**src/rtl/div_rr_scheduler_if.sv**
```systemverilog
// Request/result bundle between the two divider requesters and div_rr_scheduler.
// last_cycles is present only when DIV_CYCLE_COUNT_EN is defined.
interface div_rr_scheduler_if #(
    parameter int WIDTH = 4
);
    logic             start0;
    logic             ack0;
    logic [WIDTH-1:0] x0;
    logic [WIDTH-1:0] y0;
    logic             start1;
    logic             ack1;
    logic [WIDTH-1:0] x1;
    logic [WIDTH-1:0] y1;
    logic             done0;
    logic             done1;
    logic             owner;
    logic [WIDTH-1:0] quotient;
    logic [WIDTH-1:0] remainder;
    logic             div_by_zero;
    logic             qi;
    logic             qc;
    logic             qd;
`ifdef DIV_CYCLE_COUNT_EN
    logic [WIDTH:0]   last_cycles;
`endif

    modport master (
        output start0, ack0, x0, y0, start1, ack1, x1, y1,
`ifdef DIV_CYCLE_COUNT_EN
        input  last_cycles,
`endif
        input  done0, done1, owner, quotient, remainder, div_by_zero, qi, qc, qd
    );

    modport slave (
        input  start0, ack0, x0, y0, start1, ack1, x1, y1,
`ifdef DIV_CYCLE_COUNT_EN
        output last_cycles,
`endif
        output done0, done1, owner, quotient, remainder, div_by_zero, qi, qc, qd
    );
endinterface

```
**src/rtl/div_rr_scheduler.sv**
```systemverilog
// Round-robin sharing of one repetitive-subtraction divider between two requesters.
// Define DIV_CYCLE_COUNT_EN to add the last_cycles compute-length output.
//
// state | meaning
// S_QI  | idle, arbitrate start0/start1 each cycle
// S_QC  | one subtraction per cycle until xr < yr
// S_QD  | result valid, wait for the owner's ack
module div_rr_scheduler #(
    parameter int WIDTH = 4
) (
    input logic               board_clk,
    input logic               Reset,
    div_rr_scheduler_if.slave bus
);
    typedef enum logic [1:0] {
        S_QI = 2'd0,
        S_QC = 2'd1,
        S_QD = 2'd2
    } state_t;

    state_t           state;
    state_t           state_nxt;
    logic             last_grant;
    logic             grant;
    logic             winner;
    logic             sub_ok;
    logic             owner_ack;
    logic [WIDTH-1:0] sel_x;
    logic [WIDTH-1:0] sel_y;
    logic [WIDTH-1:0] xr;
    logic [WIDTH-1:0] yr;
    logic             owner_r;
    logic [WIDTH-1:0] quotient_r;
    logic [WIDTH-1:0] remainder_r;
    logic             div_by_zero_r;

    // On a tie the requester that did not win last time gets the divider.
    always_comb begin
        grant     = (state == S_QI) && (bus.start0 || bus.start1);
        winner    = (bus.start0 && bus.start1) ? ~last_grant : bus.start1;
        sel_x     = winner ? bus.x1 : bus.x0;
        sel_y     = winner ? bus.y1 : bus.y0;
        sub_ok    = (xr >= yr);
        owner_ack = owner_r ? bus.ack1 : bus.ack0;
    end

    always_comb begin
        state_nxt = state;
        case (state)
            S_QI: if (grant) state_nxt = (sel_y == '0) ? S_QD : S_QC;
            S_QC: if (!sub_ok) state_nxt = S_QD;
            S_QD: if (owner_ack) state_nxt = S_QI;
            default: state_nxt = S_QI;
        endcase
    end

    always_ff @(posedge board_clk or posedge Reset) begin
        if (Reset) state <= S_QI;
        else       state <= state_nxt;
    end

    always_ff @(posedge board_clk or posedge Reset) begin
        if (Reset) begin
            last_grant    <= 1'b1;
            owner_r       <= 1'b0;
            xr            <= '0;
            yr            <= '0;
            quotient_r    <= '0;
            remainder_r   <= '0;
            div_by_zero_r <= 1'b0;
        end else begin
            case (state)
                S_QI: begin
                    if (grant) begin
                        owner_r    <= winner;
                        last_grant <= winner;
                        xr         <= sel_x;
                        yr         <= sel_y;
                        if (sel_y == '0) begin
                            quotient_r    <= '1;
                            remainder_r   <= sel_x;
                            div_by_zero_r <= 1'b1;
                        end else begin
                            quotient_r    <= '0;
                            remainder_r   <= '0;
                            div_by_zero_r <= 1'b0;
                        end
                    end
                end
                S_QC: begin
                    if (sub_ok) begin
                        xr         <= xr - yr;
                        quotient_r <= quotient_r + WIDTH'(1);
                    end else begin
                        remainder_r <= xr;
                    end
                end
                default: ;
            endcase
        end
    end

`ifdef DIV_CYCLE_COUNT_EN
    logic [WIDTH:0] cycle_cnt;
    logic [WIDTH:0] last_cycles_r;

    // The final compare cycle is counted too, so a normal divide reports Q + 1.
    always_ff @(posedge board_clk or posedge Reset) begin
        if (Reset) begin
            cycle_cnt     <= '0;
            last_cycles_r <= '0;
        end else if (grant) begin
            cycle_cnt <= '0;
            if (sel_y == '0) last_cycles_r <= '0;
        end else if (state == S_QC) begin
            cycle_cnt <= cycle_cnt + (WIDTH+1)'(1);
            if (!sub_ok) last_cycles_r <= cycle_cnt + (WIDTH+1)'(1);
        end
    end

    assign bus.last_cycles = last_cycles_r;
`endif

    assign bus.qi          = (state == S_QI);
    assign bus.qc          = (state == S_QC);
    assign bus.qd          = (state == S_QD);
    assign bus.done0       = (state == S_QD) && !owner_r;
    assign bus.done1       = (state == S_QD) && owner_r;
    assign bus.owner       = owner_r;
    assign bus.quotient    = quotient_r;
    assign bus.remainder   = remainder_r;
    assign bus.div_by_zero = div_by_zero_r;
endmodule

```
**src/flat_wrapper.sv**
```systemverilog
// flat-port wrapper written by rule: the top's interface ports become plain ports
module div_rr_scheduler_flat 
#(
    parameter int WIDTH = 4
)
  (board_clk, Reset, bus_start0, bus_ack0, bus_x0, bus_y0, bus_start1, bus_ack1, bus_x1, bus_y1, bus_done0, bus_done1, bus_owner, bus_quotient, bus_remainder, bus_div_by_zero, bus_qi, bus_qc, bus_qd);
  div_rr_scheduler_if #(.WIDTH(WIDTH)) bus_i ();
  input logic board_clk;
  input logic Reset;
  input wire logic [$bits(bus_i.start0)-1:0] bus_start0;
  input wire logic [$bits(bus_i.ack0)-1:0] bus_ack0;
  input wire logic [$bits(bus_i.x0)-1:0] bus_x0;
  input wire logic [$bits(bus_i.y0)-1:0] bus_y0;
  input wire logic [$bits(bus_i.start1)-1:0] bus_start1;
  input wire logic [$bits(bus_i.ack1)-1:0] bus_ack1;
  input wire logic [$bits(bus_i.x1)-1:0] bus_x1;
  input wire logic [$bits(bus_i.y1)-1:0] bus_y1;
  output wire logic [$bits(bus_i.done0)-1:0] bus_done0;
  output wire logic [$bits(bus_i.done1)-1:0] bus_done1;
  output wire logic [$bits(bus_i.owner)-1:0] bus_owner;
  output wire logic [$bits(bus_i.quotient)-1:0] bus_quotient;
  output wire logic [$bits(bus_i.remainder)-1:0] bus_remainder;
  output wire logic [$bits(bus_i.div_by_zero)-1:0] bus_div_by_zero;
  output wire logic [$bits(bus_i.qi)-1:0] bus_qi;
  output wire logic [$bits(bus_i.qc)-1:0] bus_qc;
  output wire logic [$bits(bus_i.qd)-1:0] bus_qd;
  assign bus_i.start0 = bus_start0;
  assign bus_i.ack0 = bus_ack0;
  assign bus_i.x0 = bus_x0;
  assign bus_i.y0 = bus_y0;
  assign bus_i.start1 = bus_start1;
  assign bus_i.ack1 = bus_ack1;
  assign bus_i.x1 = bus_x1;
  assign bus_i.y1 = bus_y1;
  assign bus_done0 = bus_i.done0;
  assign bus_done1 = bus_i.done1;
  assign bus_owner = bus_i.owner;
  assign bus_quotient = bus_i.quotient;
  assign bus_remainder = bus_i.remainder;
  assign bus_div_by_zero = bus_i.div_by_zero;
  assign bus_qi = bus_i.qi;
  assign bus_qc = bus_i.qc;
  assign bus_qd = bus_i.qd;
  div_rr_scheduler #(.WIDTH(WIDTH)) u_core (.board_clk(board_clk), .Reset(Reset), .bus(bus_i));
endmodule
```
**config.mk**
```make
export PLATFORM = sky130hd
export DESIGN_NAME = div_rr_scheduler_flat
export DESIGN_NICKNAME = d
export VERILOG_FILES = /design/src/rtl/div_rr_scheduler_if.sv /design/src/rtl/div_rr_scheduler.sv /design/src/flat_wrapper.sv
export SDC_FILE = /design/constraint.sdc
export NUM_CORES = 1
export LEC_CHECK = 0
export CAP_MARGIN = 30
export CORE_MARGIN = 2
export CORE_UTILIZATION = 40
export CTS_CLUSTER_SIZE = 30
export DETAILED_ROUTE_END_ITERATION = 12
export GPL_TIMING_DRIVEN = 0
export PLACE_DENSITY = 0.82
export SLEW_MARGIN = 20
export SYNTH_ARGS = -nofsm -noshare
export SYNTH_HDL_FRONTEND = slang
export SYNTH_SLANG_ARGS = --single-unit
export TNS_END_PERCENT = 100
```
**constraint.sdc**
```tcl
create_clock -name board_clk -period 2.1 [get_ports board_clk]
set_input_delay 0.21 -clock board_clk [delete_from_list [all_inputs] [get_ports board_clk]]
set_output_delay 0.21 -clock board_clk [all_outputs]
set_load 0.1 [all_outputs]
```
# Word-level counts from Yosys, hierarchy flattened
# Cells that the tools add are included.
# Widths: inputs -> output; s select.
# totals
ff_bits	21
inputBits	22
# classes
addsub	2
order_cmp	1
eq_ne	6
muxes	21
bitwise	1
reduce_logical	13
# ops
op	count
$mux 4	10
$pmux 4 s2	3
$reduce_and 3->1	3
$mux 2	4
$ne 2x1->1 const B	3
$pmux 2 s3	1
$add 4x1->4 const B	1
$ge 4x4->1	1
$logic_and 1x1->1	4
$logic_not 4->1	1
$sub 4x4->4	1
$mux 1	3
$eq 2x1->1 const B	1
$eq 2x2->1 const B	1
$logic_not 2->1	1
$ne 2x2->1 const B	1
$reduce_and 2->1	1
$reduce_bool 2->1	1
$logic_not 1->1	1
$logic_or 1x1->1	1
$not 1->1	1

# Depth between registers and ports, before layout
# logic_depth
word_depth	7
mapped_depth	8
mapped_depth_nobuf	7

# Worst setup path before layout
# OpenSTA, ideal clock, no wires.
# synth_path
path_kind	register -> output
from	register u_core.state[0]
to	output bus_done0
arrival_time_ps	3295
required_time_ps	1890
slack_ps	-1405
path_stages_with_launch	3
n_path_buf	0
cell_sequence	dfrtp_1 nor2b_1 nor2b_1
# synth_via
elab_chain_len	2
# synth_rtl
item	line_no	source
start, declared	div_rr_scheduler.sv:21	state_t state;
start signal, assigned	div_rr_scheduler.sv:59	else state <= state_nxt;
$eq 2x2->1	n/a	
via bus_qd	flat_wrapper.sv:26	output wire logic [$bits(bus_i.qd)-1:0] bus_qd;
$logic_and 1x1->1	div_rr_scheduler.sv:127	assign bus.done0 = (state == S_QD) && !owner_r;
end, declared	flat_wrapper.sv:18	output wire logic [$bits(bus_i.done0)-1:0] bus_done0;
# The timed path passes the listed nets, and every way through them passes these cells.

# Worst setup path in the final report
# layout_path
from	register u_core.quotient_r[3], in the netlist u_core.bus.quotient[3]
to	output bus_quotient[3]
# layout_lines
item	line_no	source
start, declared	div_rr_scheduler.sv:33	logic [WIDTH-1:0] quotient_r;
start signal, assigned	div_rr_scheduler.sv:93	quotient_r <= quotient_r + WIDTH'(1);
end, declared	flat_wrapper.sv:21	output wire logic [$bits(bus_i.quotient)-1:0] bus_quotient;
# No word-level cell between the ends.

==> results.py <==
metrics = {
    "logic_synthesis": {
        "main_combinational_cell_family_by_area_after_synthesis": "compound AO/OA/AOI/OAI gates",
        "post_synth.cell_area_avg_um2": 10.3,
        "yosysWarnings": 0,
        "syn-num-nets": 157,
        "synth_fa_ha_area_share_pct": 6.21,
        "post_synth_xor_area_fraction_pct": 0.659,
        "post_synthesis_instance_area_um2": 1330,
        "yosys.area_share.simple_pct": 12.0,
        "synth_cells": 129,
        "synth.ff_latch_count": 21,
        "synth_sequential_area_ratio_pct": 39.6,
        "synthArstFlopShare_pct": 100,
        "synth_top_flop_cell": "dfrtp_1",
        "synth.mux.area_fraction_pct": 16.3,
        "synth_compound_gate_area_share_pct": 18.8,
        "synth_cell_type_count": 41,
        "number_of_enable_flip_flop_cells_after_synthesis": 0,
    },
    "route": {
        "first_pass_iters": 4,
        "routedWlPerCell_um": 15.2,
        "initialDrtViolationCount": 40,
        "ant_nets": 0,
        "detail_route.vias_per_cell": 5.48,
        "via_count": 1183,
        "routed_wire_length_mm": 3.28,
        "remaining_drc_errors": 0,
    },
    "sta": {
        "tns_ps": 0,
        "final_hold_viol_count": 0,
        "slew_violations": 0,
        "final.period_utilization_pct": 97.8,
        "final_period_minus_worst_setup_slack_ps": 2050,
        "final_worst_setup_slack_ps": 46.3,
        "layout_skew_ps": 14.0,
        "max_slew.worst_pin.slew_ps": 972,
        "timing.slew.headroom_pct": 35.0,
        "setup_violations": 0,
        "peak_freq_mhz": 487,
    },
    "place": {
        "port_buffers": 36,
        "dp_slack_ps": -254,
        "place_congestion": 0.814,
        "placed_cells_incl_taps": 209,
        "detailedPlacementHpwl_mm": 2.39,
    },
    "setup_path": {
        "critPathBufInv": 1,
        "crit-reg2reg-capture": "u_core.bus.remainder[3]",
        "cp_data_required_time_ps": 1890,
        "timing.critical_path.to_type": "primary output",
        "worstPathCellList": "clkdlybuf4s50_1",
        "r2r_slack_ps": 90,
        "reg2reg_depth": 6,
        "slowest_stage": "clkdlybuf4s50_1",
        "regToRegStartpoint": "u_core.yr[0]",
        "setup.worst_path.start_class": "flip-flop",
        "crit_path_max_fanout": 3,
        "worstPathArrival_ps": 1840,
        "cpLargestDelayFamily": "buffers and inverters",
        "critical_path_class": "reg -> out",
        "timing.critical_path.slowest_cell_delay_ps": 1140,
    },
    "floorplanning": {
        "die_w_um": 61.7,
        "die_height_um": 61.7,
        "starting_utilization_of_the_core_area_pct": 42.9,
        "number_of_core_rows": 20,
        "core-area_um2": 3100,
        "boundaryPins": 37,
        "dieArea_um2": 3800,
    },
    "clocking": {
        "htree_levels": 1,
        "clock_tree.root_cell": "clkbuf_4",
        "cts_tree": "done",
        "clock_pin_transition_on_the_worst_setup_and_hold_timing_paths_ps": 120,
        "clock_tree.buffer_depth": 2,
        "cts_buf_count": 3,
        "cts.sink_count": 21,
        "clock_insertion_delay_worst_skew_ps": 310,
    },
    "worst_hold_path": {
        "worstHoldPathType": "in -> async",
    },
    "global_route": {
        "global_route.overflow_total": 0,
        "number_of_global_route_vias_before_repair": 1215,
        "grt_max_degree": 22,
        "antenna_found_initial": 0,
        "grt_use_total_pct": 19.1,
        "global_route_wire_length_before_repair_mm": 5.39,
    },
    "final_layout": {
        "final-instance-count-excl-fill": 216,
        "register_area_um2": 527,
        "antennaDiodeCount": 0,
        "fill_cells": 282,
        "post_route_cells_drive_above_1_share_pct": 20.9,
        "design.final.nets": 201,
        "syn_to_final_growth_pct": 36.5,
        "multiInputGateArea_um2": 746,
    },
    "run_status": {
        "run_status": "finished, final reports clean",
    },
    "job": {
        "drv.max_cap_violation_count": 0,
    },
}
## routing by layer
layer | vias to the layer above | track usage [%] | wire length, um
li1 | 557 | - | -
met1 | 580 | 23.9 | 1370
met2 | 44 | 33.7 | 1680
met3 | 2 | 4.20 | 225
met4 | 0 | 4.56 | 8
met5 | - | 0 | 0
## area by class of cell
type	count	share of cell area [%]
plain buffers	6	2.89
clock buffers	4	1.45
inverters	8	1.79
multi-input cells	94	41.1
flip-flops and latches	21	29.0
well taps	44	3.03
repair buffers	39	20.7
## kinds of logic after synthesis
family | after synthesis
AOI/OAI and AO/OA | 37
and+or+nand+nor | 31
DFF | 21
muxes | 19
buffers and inverters | 14
adders and majority gates | 6
xor gates and xnor gates | 1
## Yosys cell counts, types with 2 or more instances
library cell / count / area [um2]
dfrtp_1: 20 / 500
nand2_1: 13 / 48.8
mux2i_1: 9 / 90.1
o21ai_0: 9 / 45.0
a21oi_1: 7 / 35.0
inv_1: 7 / 26.3
mux2_2: 6 / 67.6
ha_1: 5 / 62.6
buf_6: 4 / 45.0
mux2_4: 3 / 45.0
nor2_1: 3 / 11.3
o21a_1: 3 / 22.5
o31ai_1: 3 / 22.5
a211oi_1: 2 / 15.0
a22o_1: 2 / 17.5
clkbuf_1: 2 / 7.51
nand3b_1: 2 / 15.0
nor2b_1: 2 / 12.5
nor3_1: 2 / 10.0
nor4_1: 2 / 12.5
o211ai_1: 2 / 15.0
o22ai_1: 2 / 12.5
## flip-flops by register name (all words and copies together) (netlist names)
register and count:
u_core.yr 4, u_core.state 2, u_core.bus.quotient 4, u_core.xr 4, u_core.bus.owner 1, u_core.bus.div_by_zero 1
u_core.bus.remainder 4, u_core.last_grant 1
## worst max-delay path by stage
stage                           start  slack (ps)  cells past startpoint                 endpoint
5_1_grt        u_core.bus.quotient[3]          -1                      1          bus_quotient[3]
3_5_place_dp             u_core.xr[0]        -250                      8             u_core.xr[3]
3_3_place_gp             u_core.yr[0]        -190                      7   u_core.bus.quotient[1]
2_1_floorplan         u_core.state[0]        -270                      4  u_core.bus.remainder[0]
4_1_cts               u_core.state[0]           8                      2                   bus_qi
6_report       u_core.bus.quotient[3]          50                      1          bus_quotient[3]
## cells in the final DEF (no fill, tap or decap), drive strengths merged, types with 3 or more instances in the layout
| cell | instances |
|---|---|
| dfrtp | 20 |
| nor2 | 3 |
| dlygate4sd2 | 3 |
| o21ai | 9 |
| buf | 8 |
| o31ai | 4 |
| nand2 | 13 |
| inv | 8 |
| a21oi | 7 |
| o21a | 3 |
| mux2 | 9 |
| a22o | 3 |
| mux2i | 10 |
| clkbuf | 7 |
| clkdlybuf4s50 | 27 |
| ha | 5 |
## what timing repair did
action,4_1_cts,5_1_grt
hold buffers,0,0
setup buffers,1,2
gates resized for setup,14,9
setup endpoints to repair,15,11
pin swaps,1,1
cloned,0,0
## stage by stage
step	area [um2]	utilization [%]	hold WS (ps)
2_1_floorplan	1340	-	186
3_3_place_gp	1760	56.7	475
3_5_place_dp	1760	56.7	485
4_1_cts	1800	57.9	373
5_1_grt	1820	58.5	418
6_report	1820	58.5	338
Power is left out: the tool's default activity adds up to more than one toggle a clock period on the data nets, which glitch-free logic cannot reach.
